## config.mk

```make
export PLATFORM = sky130hd
export DESIGN_NAME = hdlc_rx_drain
export DESIGN_NICKNAME = d
export VERILOG_FILES = /design/src/rtl/hdlc_rx_drain.sv
export SDC_FILE = /design/constraint.sdc
export NUM_CORES = 1
export LEC_CHECK = 0
export ABC_AREA = 0
export CORE_AREA = 5 5 87 89
export DETAILED_ROUTE_END_ITERATION = 10
export DIE_AREA = 0 0 92 94
export GPL_ROUTABILITY_DRIVEN = 1
export HOLD_SLACK_MARGIN = 0.05
export SYNTH_ARGS = -nofsm -noshare
export SYNTH_HDL_FRONTEND = slang
export SYNTH_SLANG_ARGS = --single-unit
```

## constraint.sdc

```tcl
create_clock -name Clk -period 1.5 [get_ports Clk]
set_input_delay 0.45 -clock Clk [delete_from_list [all_inputs] [get_ports Clk]]
set_output_delay 0.45 -clock Clk [all_outputs]
set_load 0.02 [all_outputs]
```

## src/rtl/hdlc_rx_drain.sv

```systemverilog
//------------------------------------------------------------------------------
// hdlc_rx_drain
//   Drains received frames from the Hdlc RX channel into a valid/ready byte
//   stream with an end-of-frame marker. Frames flagged erroneous by RX_SC,
//   or with an illegal length, are dropped by writing Rx_Drop.
//   Optional feature macro: HDLC_RX_DRAIN_STATS_EN (adds stat_ok/stat_bad).
//   Revision: 1.0 - initial release
//------------------------------------------------------------------------------
`default_nettype none

module hdlc_rx_drain (
  input  logic       Clk,
  input  logic       Rst,
  input  logic       Rx_Ready,
  output logic [2:0] Address,
  output logic       ReadEnable,
  output logic       WriteEnable,
  output logic [7:0] DataIn,
  input  logic [7:0] DataOut,
  output logic [7:0] m_data,
  output logic       m_valid,
  output logic       m_last,
  input  logic       m_ready,
  output logic       frame_ok,
  output logic       frame_bad
`ifdef HDLC_RX_DRAIN_STATS_EN
  ,
  output logic [15:0] stat_ok,
  output logic [15:0] stat_bad
`endif
);

  localparam logic [2:0] RX_SC_ADDR   = 3'h2;
  localparam logic [2:0] RX_BUFF_ADDR = 3'h3;
  localparam logic [2:0] RX_LEN_ADDR  = 3'h4;
  localparam logic [7:0] MAX_LEN      = 8'd126;
  localparam logic [7:0] DROP_CMD     = 8'h02;

  typedef enum logic [2:0] {
    S_IDLE = 3'd0,
    S_SC   = 3'd1,
    S_LEN  = 3'd2,
    S_BYTE = 3'd3,
    S_PUSH = 3'd4,
    S_DROP = 3'd5,
    S_HOLD = 3'd6
  } state_t;

  state_t     r_state;
  logic       r_wait;   // first cycle of a read state: DataOut not yet valid
  logic [7:0] r_len;
  logic [7:0] r_cnt;

  // Length is illegal when zero or beyond the largest frame Hdlc can hold
  logic       w_len_bad;
  assign w_len_bad = (DataOut == 8'd0) || (DataOut > MAX_LEN);

  // Main drain FSM; strobes and pulses default low so each lasts one cycle
  always_ff @(posedge Clk or posedge Rst) begin
    if (Rst) begin
      r_state     <= S_IDLE;
      r_wait      <= 1'b0;
      r_len       <= 8'd0;
      r_cnt       <= 8'd0;
      Address     <= 3'd0;
      ReadEnable  <= 1'b0;
      WriteEnable <= 1'b0;
      DataIn      <= 8'd0;
      m_data      <= 8'd0;
      m_valid     <= 1'b0;
      m_last      <= 1'b0;
      frame_ok    <= 1'b0;
      frame_bad   <= 1'b0;
    end else begin
      ReadEnable  <= 1'b0;
      WriteEnable <= 1'b0;
      frame_ok    <= 1'b0;
      frame_bad   <= 1'b0;
      case (r_state)
        S_IDLE: begin
          if (Rx_Ready) begin
            Address    <= RX_SC_ADDR;
            ReadEnable <= 1'b1;
            r_wait     <= 1'b1;
            r_state    <= S_SC;
          end
        end
        S_SC: begin
          if (r_wait) begin
            r_wait <= 1'b0;
          end else if (|DataOut[4:2]) begin
            r_state <= S_DROP;
          end else begin
            Address    <= RX_LEN_ADDR;
            ReadEnable <= 1'b1;
            r_wait     <= 1'b1;
            r_state    <= S_LEN;
          end
        end
        S_LEN: begin
          if (r_wait) begin
            r_wait <= 1'b0;
          end else begin
            r_len <= DataOut;
            if (w_len_bad) begin
              r_state <= S_DROP;
            end else begin
              r_cnt      <= DataOut;
              Address    <= RX_BUFF_ADDR;
              ReadEnable <= 1'b1;
              r_wait     <= 1'b1;
              r_state    <= S_BYTE;
            end
          end
        end
        S_BYTE: begin
          if (r_wait) begin
            r_wait <= 1'b0;
          end else begin
            m_data  <= DataOut;
            m_valid <= 1'b1;
            m_last  <= (r_cnt == 8'd1);
            r_state <= S_PUSH;
          end
        end
        S_PUSH: begin
          if (m_ready) begin
            m_valid <= 1'b0;
            m_last  <= 1'b0;
            r_cnt   <= r_cnt - 8'd1;
            if (m_last) begin
              frame_ok <= 1'b1;
              r_state  <= S_IDLE;
            end else begin
              Address    <= RX_BUFF_ADDR;
              ReadEnable <= 1'b1;
              r_wait     <= 1'b1;
              r_state    <= S_BYTE;
            end
          end
        end
        S_DROP: begin
          Address     <= RX_SC_ADDR;
          DataIn      <= DROP_CMD;
          WriteEnable <= 1'b1;
          frame_bad   <= 1'b1;
          r_state     <= S_HOLD;
        end
        S_HOLD: begin
          r_state <= S_IDLE;
        end
        default: begin
          r_state <= S_IDLE;
        end
      endcase
    end
  end

`ifdef HDLC_RX_DRAIN_STATS_EN
  // Saturating frame counters driven by the registered result pulses
  always_ff @(posedge Clk or posedge Rst) begin
    if (Rst) begin
      stat_ok  <= 16'd0;
      stat_bad <= 16'd0;
    end else begin
      if (frame_ok && (stat_ok != 16'hFFFF))
        stat_ok <= stat_ok + 16'd1;
      if (frame_bad && (stat_bad != 16'hFFFF))
        stat_bad <= stat_bad + 16'd1;
    end
  end
`endif

  // Captured length is kept for debug visibility only
  logic w_len_unused;
  assign w_len_unused = ^r_len;

endmodule

`default_nettype wire

```

# Word level (Yosys, flattened, before mapping)
# Index checks and enable logic that the tools add are counted.
[totals]
elab_cells = 84
out_inout_bits = 25
reg_bits = 29
inputBits = 12
[op_classes]
bitwise = 1
n_addsub = 1
order_cmp = 1
n_reduce_logical = 14
n_eq_ne = 14
muxes = 42
[op_table]
columns = ["operator", "count"]
rows = [
  ["2-to-1 mux 3 bit", 14],
  ["2-to-1 mux 8 bit", 3],
  ["one-hot mux 3 bit (6 select lines)", 1],
  ["2-to-1 mux 1 bit", 17],
  ["inequality test 2 bit (second input constant)", 8],
  ["one-hot mux 8 bit (2 select lines)", 1],
  ["one-hot mux 3 bit (5 select lines)", 1],
  ["nonzero test 5 bit", 2],
  ["equality test 8 x 1 -> 1 bit (second input constant)", 1],
  ["> comparator 8 x 7 -> 1 bit (second input constant)", 1],
  ["zero test 8 bit", 1],
  ["AND reduction 4 bit", 2],
  ["AND reduction 8 bit", 1],
  ["subtractor 8 x 1 -> 8 bit (second input constant)", 1],
  ["equality test 3 x 2 -> 1 bit (second input constant)", 2],
  ["equality test 3 bit (second input constant)", 2],
  ["one-hot mux 1 bit (5 select lines)", 1],
  ["AND reduction 5 bit", 1],
  ["one-hot mux 1 bit (2 select lines)", 2],
  ["one-hot mux 1 bit (4 select lines)", 1],
  ["nonzero test 2 bit", 2],
  ["equality test 3 x 1 -> 1 bit (second input constant)", 1],
  ["zero test 3 bit", 1],
  ["AND reduction 3 bit", 1],
  ["5 further kinds", 5],
]

# Longest topological paths before layout
# Gate-level depths: netlist of run 1.
[depth]
ltp_word = 5
mapped_depth = 7
mapped_depth_nobuf = 7

# Worst setup path after synthesis of run 1
# No wires, ideal clock.
[synth_path]
kind = "input port to flip-flop"
start = "input port DataOut[5]"
end = "register ReadEnable"
setup_ps = 119
slack_ps = -379
stages = 5
t_required_ps = 1381
arrival_time_ps = 1760
n_path_buf = 0
path_cell_list = "or4_4 nor2_2 nor4_1 or4_1 and2_1"
[synth_between]
elab_chain_cells = 5
word_cells_on_any_way = 6
classes_between = "order compare (1); mux (3); reduce/logical (2)"
[synth_lines]
columns = ["item", "line", "text"]
rows = [
  ["start, declared", "19", "input logic [7:0] DataOut,"],
  ["> comparator 8 x 7 -> 1 bit or zero test 8 bit (tied branches)", "56", "assign w_len_bad = (DataOut == 8'd0) || (DataOut > MAX_LEN);"],
  ["logical OR 1 bit (*)", "56", ""],
  ["2-to-1 mux 1 bit (*)", "105", "if (w_len_bad) begin"],
  ["2-to-1 mux 1 bit (*)", "101", "if (r_wait) begin"],
  ["one-hot mux 1 bit (4 select lines) (*)", "79", "case (r_state)"],
  ["end signal, assigned", "66", "ReadEnable <= 1'b0;"],
  ["end signal, assigned", "83", "ReadEnable <= 1'b1;"],
  ["end signal, assigned", "110", "ReadEnable <= 1'b1;"],
  ["end, declared", "16", "output logic ReadEnable,"],
]
# Every way passes the cells marked *; elsewhere a longest branch is shown, timed or not.
# A chain may end at the register's enable or synchronous reset.

# Worst setup path in the final report of run 1
[layout_path]
start = "input port DataOut[5]"
end = "register r_cnt[6]"
[layout_between]
elab_chain_cells = 4
word_cells_on_any_way = 5
classes_between = "order compare (1); eq/ne (1); reduce/logical (3)"
[layout_lines]
columns = ["item", "line", "text"]
rows = [
  ["> comparator 8 x 7 -> 1 bit or zero test 8 bit (tied branches)", "56", ""],
  ["logical OR 1 bit (*)", "56", ""],
  ["inequality test 2 bit (no source line) (*)", "-", ""],
  ["AND reduction 4 bit (no source line) (*)", "-", ""],
  ["end signal, assigned", "108", "r_cnt <= DataOut;"],
  ["end signal, assigned", "130", "r_cnt <= r_cnt - 8'd1;"],
  ["end, declared", "52", "logic [7:0] r_cnt;"],
]
# Marks and branches as above.

==> flow_summary.ini, run 1 <==
[die]
num_rows = 30
die-area_um2 = 8650
initial_core_util_pct = 24.3
coreArea_um2 = 6680
die_h_um = 94
ios = 37
die_w_um = 92

[global_routing]
grt_first_pass_wirelength_um = 7590
grt_use_total_pct = 11.1
grt_antenna_before_repair = 0
grt_max_degree = 30
overflow = 0
grt_pass1_vias = 1593

[sta]
rsz0062_at_grt = true
worst_slack_ns = -0.197
hold_violations = 0
skew_ns = 0.00271
min_period_ns = 1.70
finalMaxSlewViolations = 0
fin_crit_sh_pct = 113
fmax_mhz = 589
setup_viol_count_final = 15
tns_ns = -1.76

[finish]
multiInputGateArea_um2 = 903
finalNetCount = 267
syn2layout_area_growth_pct = 54.8
nFillCells = 688
final-seq-area_um2 = 727
layout-drive-gt1-share_pct = 37.2
antenna_cells = 0
layout.cells.non_filler = 333

[yosys]
synth_edf_count = 0
synth_top_flop_cell = dfrtp_1
mappedNetlistArea_um2 = 1620
seq_area_frac_synth_pct = 44.8
async_reset_ff_share_pct = 100
ys_ff_latch = 29
synth_cells = 180
avgSynthCellArea_um2 = 9.01
yosys_warnings = 0
ys_types = 42

[route]
wl_met1_um = 2190
wl_met3_um = 213
viasPerCell = 4.92
dr.pass1.iters = 4
highest_layer = met4
met2_wirelength_um = 2210
drc = 0
drt-initial-drc-count = 68
route.vias.total = 1637
post_drt_wl_per_cell_um = 14.0
postRouteAntennaNets = 0
drt-total-wl_um = 4680

[placement]
numPortBuffers = 29
gp_congestion = 0.849
hpwlAfterDp_um = 3470
place_inst = 321
dp_slack_ns = -0.850

[clocking]
holdBufCountCts = 0
htree_num_levels = 2
clkLatencyLatePin_ns = 0.28
clkTransAtPathRegs_ns = 0.06
cts_num_sinks = 29
cts_tree = built
cts-root-buf = clkbuf_8
clockBufferDepth = 2
cts_buffers = 5

[critical_path]
worst_ep_arrival_time_ns = 1.86
required_ns = 1.67
crit_path_end_kind = flip-flop
crit_fanout = 3
worstSetupPathType = in -> reg
cp-start-kind = input port

[run]
max_cap_viol_count = 0

[status]
violations = negative setup slack
outcome = complete, but fails checks

[power]
leakagePower_nw = 1.14
ir_drop_mv = 0.677
power_density_nw_per_um2 = 1810
power_mw = 4.55

[hold_path]
hp-class = reg -> reg
-- state kept, by name (all words and copies together) (netlist names) --
signal,cells
frame_bad,1
r_state,3
m_data,8
Address,3
m_valid,1
r_cnt,8
m_last,1
ReadEnable,1
r_wait,1
frame_ok,1
DataIn,1
-- worst max-delay path: stages --
cell	delay, ns
buf_6	0.09
or4_4	0.56
o211ai_1	0.27
o21ai_2	0.12
buf_4	0.15
a32oi_1	0.14
o21ai_1	0.08
-- path summary, 6_finish.rpt --
check / startpoint / endpoint / slack [ns] / cells after the start
setup / recovery: DataOut[5] / r_cnt[6]$_DFFE_PP0P_ / -0.20 / 7
hold / removal: DataIn[1]$_DFFE_PP0P_ / DataIn[1]$_DFFE_PP0P_ / 0.46 / 1
setup reg to reg: r_state[2]$_DFFE_PP0P_ / r_cnt[2]$_DFFE_PP0P_ / -0.09 / 4
hold reg to reg: DataIn[1]$_DFFE_PP0P_ / DataIn[1]$_DFFE_PP0P_ / 0.46 / 1
max in group asynchronous: Rst / r_state[2]$_DFFE_PP0P_ / 0.82 / 3
min in group asynchronous: Rst / m_data[7]$_DFFE_PP0P_ / 0.51 / 3
-- cell families (layout without fill, tap and decap cells) --
| group | count (synthesis) | in the layout | synth area share, % |
|---|---|---|---|
| buffers and inverters | 26 | 93 | 8.03 |
| AOI/OAI and AO/OA | 57 | 57 | 21.1 |
| adders and majority gates | 2 | 2 | 1.54 |
| muxes | 8 | 8 | 5.56 |
| DFF | 29 | 29 | 44.8 |
| other | 1 | 7 | 0.231 |
| and+or+nand+nor | 57 | 57 | 18.8 |
-- cell type report --
| cell class | count | share of cell area [%] |
|---|---|---|
| well taps | 80 | 3.99 |
| repair buffers | 78 | 26.4 |
| clock buffers | 7 | 3.44 |
| flip-flops and latches | 29 | 29.0 |
| multi-input cells | 131 | 36.0 |
| inverters | 8 | 1.20 |
-- per-stage QoR --
| step | hold WS (ns) | utilization [%] | cell area [um2] |
|---|---|---|---|
| floorplan | 0.509 | - | 1650 |
| global placement | 0.456 | 34.3 | 2290 |
| detailed placement | 0.463 | 34.3 | 2290 |
| CTS | 0.471 | 36.5 | 2440 |
| global route | 0.505 | 37.6 | 2510 |
| finish | 0.463 | 37.6 | 2510 |
-- cell usage in the layout (no fill, tap or decap), types with 6 or more instances in the layout --
| master | count |
|---|---|
| a21oi_1 | 14 |
| buf_4 | 41 |
| buf_6 | 7 |
| clkbuf_8 | 6 |
| conb_1 | 7 |
| dfrtp_1 | 28 |
| dlygate4sd2_1 | 19 |
| inv_1 | 7 |
| mux2_2 | 8 |
| nand2_1 | 7 |
| nand3_1 | 7 |
| nor2_1 | 10 |
| o21ai_0 | 10 |
| o21ai_1 | 6 |
-- power breakdown --
group | internal [mW] | switching [mW] | total [mW] | leakage (nW)
Sequential | 1.12 | 0.247 | 1.37 | 0.344
Combinational | 1.21 | 1.33 | 2.54 | 0.753
Clock | 0.363 | 0.283 | 0.646 | 0.0443
Total | 2.69 | 1.86 | 4.55 | 1.14
-- cells in the mapped netlist, types with 3 or more instances --
library cell / n / area (um2)
mux2_2: 8 / 90.1
o21ai_0: 17 / 85.1
buf_4: 8 / 60.1
nand4_1: 3 / 18.8
dfrtp_1: 29 / 726
or3_1: 3 / 18.8
a21o_1: 4 / 30.0
clkbuf_1: 8 / 30.0
nand3_1: 7 / 35.0
o211ai_1: 4 / 30.0
nor3_1: 7 / 35.0
nor2b_1: 3 / 18.8
nand2_1: 7 / 26.3
a21oi_1: 18 / 90.1
inv_1: 7 / 26.3
nor2_1: 12 / 45.0
-- per-layer routing --
layer	GRT usage [%]	up-vias
li1	-	787
met1	13.9	800
met2	18.3	43
met3	2.88	7
met4	3.84	0
met5	0	-
-- repair_timing --
item / 4_1_cts / 5_1_grt
pin swaps: 16 / 12
setup buffers: 2 / 2
endpoints found under the setup margin: 42 / 24
resized for setup: 64 / 19
cloned: 1 / 1
(Power assumes the default switching activity.)
==> run 2, diff against run 1 <==
- CORE_AREA: 5 5 87 89 -> 8 8 90 92
- DIE_AREA: 0 0 92 94 -> 0 0 98 100
==> flow_summary.ini, run 2 (same netlist as run 1, synthesis figures left out) <==
[status]
violations = negative setup slack
outcome = complete, but fails checks

[finish]
finalNetCount = 271
layout_common_cells = 42 x buf_4, 29 x dfrtp_1, 17 x dlygate4sd2_1
layout-drive-gt1-share_pct = 40.5
utilization_pct = 38.8
layout_commonest_cell = buf_4
final-seq-area_um2 = 726
multiInputGateArea_um2 = 941
nFillCells = 667
syn2layout_area_growth_pct = 58.9
antenna_cells = 0
reg_top3 = m_data x8, r_cnt x8

[power]
seqPwrFrac_pct = 28.1
power_frac_clock_pct = 13.9
p_int_mw = 2.80
p_switching_mw = 1.96
p_comb_share_pct = 58.0
swShare_pct = 41.2
power_density_nw_per_um2 = 1850
power_mw = 4.76
leakagePower_nw = 1.19
ir_drop_mv = 0.865

[placement]
gp_congestion = 0.914
numPortBuffers = 29
hpwlAfterDp_um = 3660
dp_slack_ns = -0.905

[clocking]
clockBufferDepth = 2
cts_num_sinks = 29
clkLatencyLatePin_ns = 0.29
htree_num_levels = 2
holdBufCountCts = 0
cts-root-buf = clkbuf_8
clkTransAtPathRegs_ns = 0.06
cts_buffers = 5
cts_tree = built

[die]
ios = 37
die_w_um = 98
die-area_um2 = 9800
initial_core_util_pct = 24.4
die_h_um = 100
num_rows = 30
coreArea_um2 = 6640

[sta]
fmax_mhz = 570
rsz0062_at_grt = true
finalMaxSlewViolations = 0
worst_slack_ns = -0.254
min_period_ns = 1.75
setup_viol_count_final = 13
skew_ns = 0.00423
fin_crit_sh_pct = 117
holdWs_ns = 0.459
tns_ns = -2.71
hold_violations = 0

[hold_path]
hold_depth = 1
hp-class = reg -> reg

[global_routing]
grt_pass1_vias = 1653
grt_use_total_pct = 10.4
grt_max_degree = 30
grt_antenna_before_repair = 0
grt_first_pass_wirelength_um = 8220
overflow = 0

[critical_path]
rrSetupSlack_ns = -0.11
r2r_end = r_cnt[7]$_DFFE_PP0P_
cp-start-kind = input port
worstSetupPathType = in -> reg
worst_ep_arrival_time_ns = 1.93
required_ns = 1.67
crit_start = DataOut[6]
worst_r2r_path_depth = 7
r2r_start = r_state[2]$_DFFE_PP0P_
crit_path_end_kind = flip-flop
crit_path_end = r_cnt[0]$_DFFE_PP0P_
crit_fanout = 3

[route]
drt-initial-drc-count = 102
met2_wirelength_um = 2410
wl_met1_um = 2280
dr.pass1.iters = 4
wl_met3_um = 359
drt-total-wl_um = 5140
drc = 0
viasPerCell = 4.93
post_drt_wl_per_cell_um = 15.2
route.vias.total = 1660
highest_layer = met4
postRouteAntennaNets = 0

[run]
max_cap_viol_count = 0
==> run 2: changes by cell type in the layout (fill, tap and decap cells not counted), moves of 2 or more <==
| cell | delta |
|---|---|
| buf_2 | +3 |
| buf_8 | +2 |
| dlygate4sd2_1 | -2 |
| dlymetal6s2s_1 | +2 |
==> run 2: critical path, cell delays in order <==
cell,delay (ns)
buf_6,0.09
or4_4,0.56
buf_6,0.14
o211ai_1,0.15
buf_4,0.17
buf_6,0.10
nor2_2,0.03
a31oi_1,0.15
o21ai_1,0.08
==> run 2: worst min-delay path by stage <==
| stage | from | to | slack (ns) |
|---|---|---|---|
| 5_1_grt | DataIn[1]$_DFFE_PP0P_ | DataIn[1]$_DFFE_PP0P_ | 0.49 |
| 4_1_cts | DataIn[1]$_DFFE_PP0P_ | DataIn[1]$_DFFE_PP0P_ | 0.47 |
| 3_3_place_gp | DataIn[1]$_DFFE_PP0P_ | DataIn[1]$_DFFE_PP0P_ | 0.46 |
| 2_1_floorplan | r_cnt[6]$_DFFE_PP0P_ | r_cnt[6]$_DFFE_PP0P_ | 0.51 |
| 3_5_place_dp | DataIn[1]$_DFFE_PP0P_ | DataIn[1]$_DFFE_PP0P_ | 0.46 |
| 6_report | DataIn[1]$_DFFE_PP0P_ | DataIn[1]$_DFFE_PP0P_ | 0.46 |
==> run 2: layer usage <==
layer | track usage [%] | vias up
met1 | 12.3 | 788
met2 | 16.3 | 63
met4 | 3.96 | 0
met3 | 4.57 | 12
li1 | - | 797
met5 | 0 | -
==> run 2: power by group through the flow <==
stage	logic, mW	registers [mW]	clock network [mW]
4_1_cts	2.42	1.32	0.676
3_5_place_dp	2.44	1.35	0
5_1_grt	3.01	1.38	0.732
3_3_place_gp	2.41	1.33	0
2_1_floorplan	1.15	1.53	0
6_report	2.76	1.34	0.662
==> run 2: area by class of cell <==
| cell class | instances | share of cell area [%] |
|---|---|---|
| multi-input cells | 132 | 36.5 |
| flip-flops and latches | 29 | 28.2 |
| repair buffers | 81 | 26.8 |
| well taps | 80 | 3.89 |
| clock buffers | 7 | 3.35 |
| inverters | 8 | 1.31 |
==> run 2: timing repair <==
action,CTS,global route
resized for setup,63,39
cloned,0,2
pin swaps,10,12
setup endpoints to repair,42,25
buffers inserted,2,6
==> run 2: stage by stage <==
step,cell area (um2),std cells
after floorplan,1650,186
after global placement,2290,321
after detailed placement,2290,321
after CTS,2410,330
after global routing,2580,337
final,2580,337
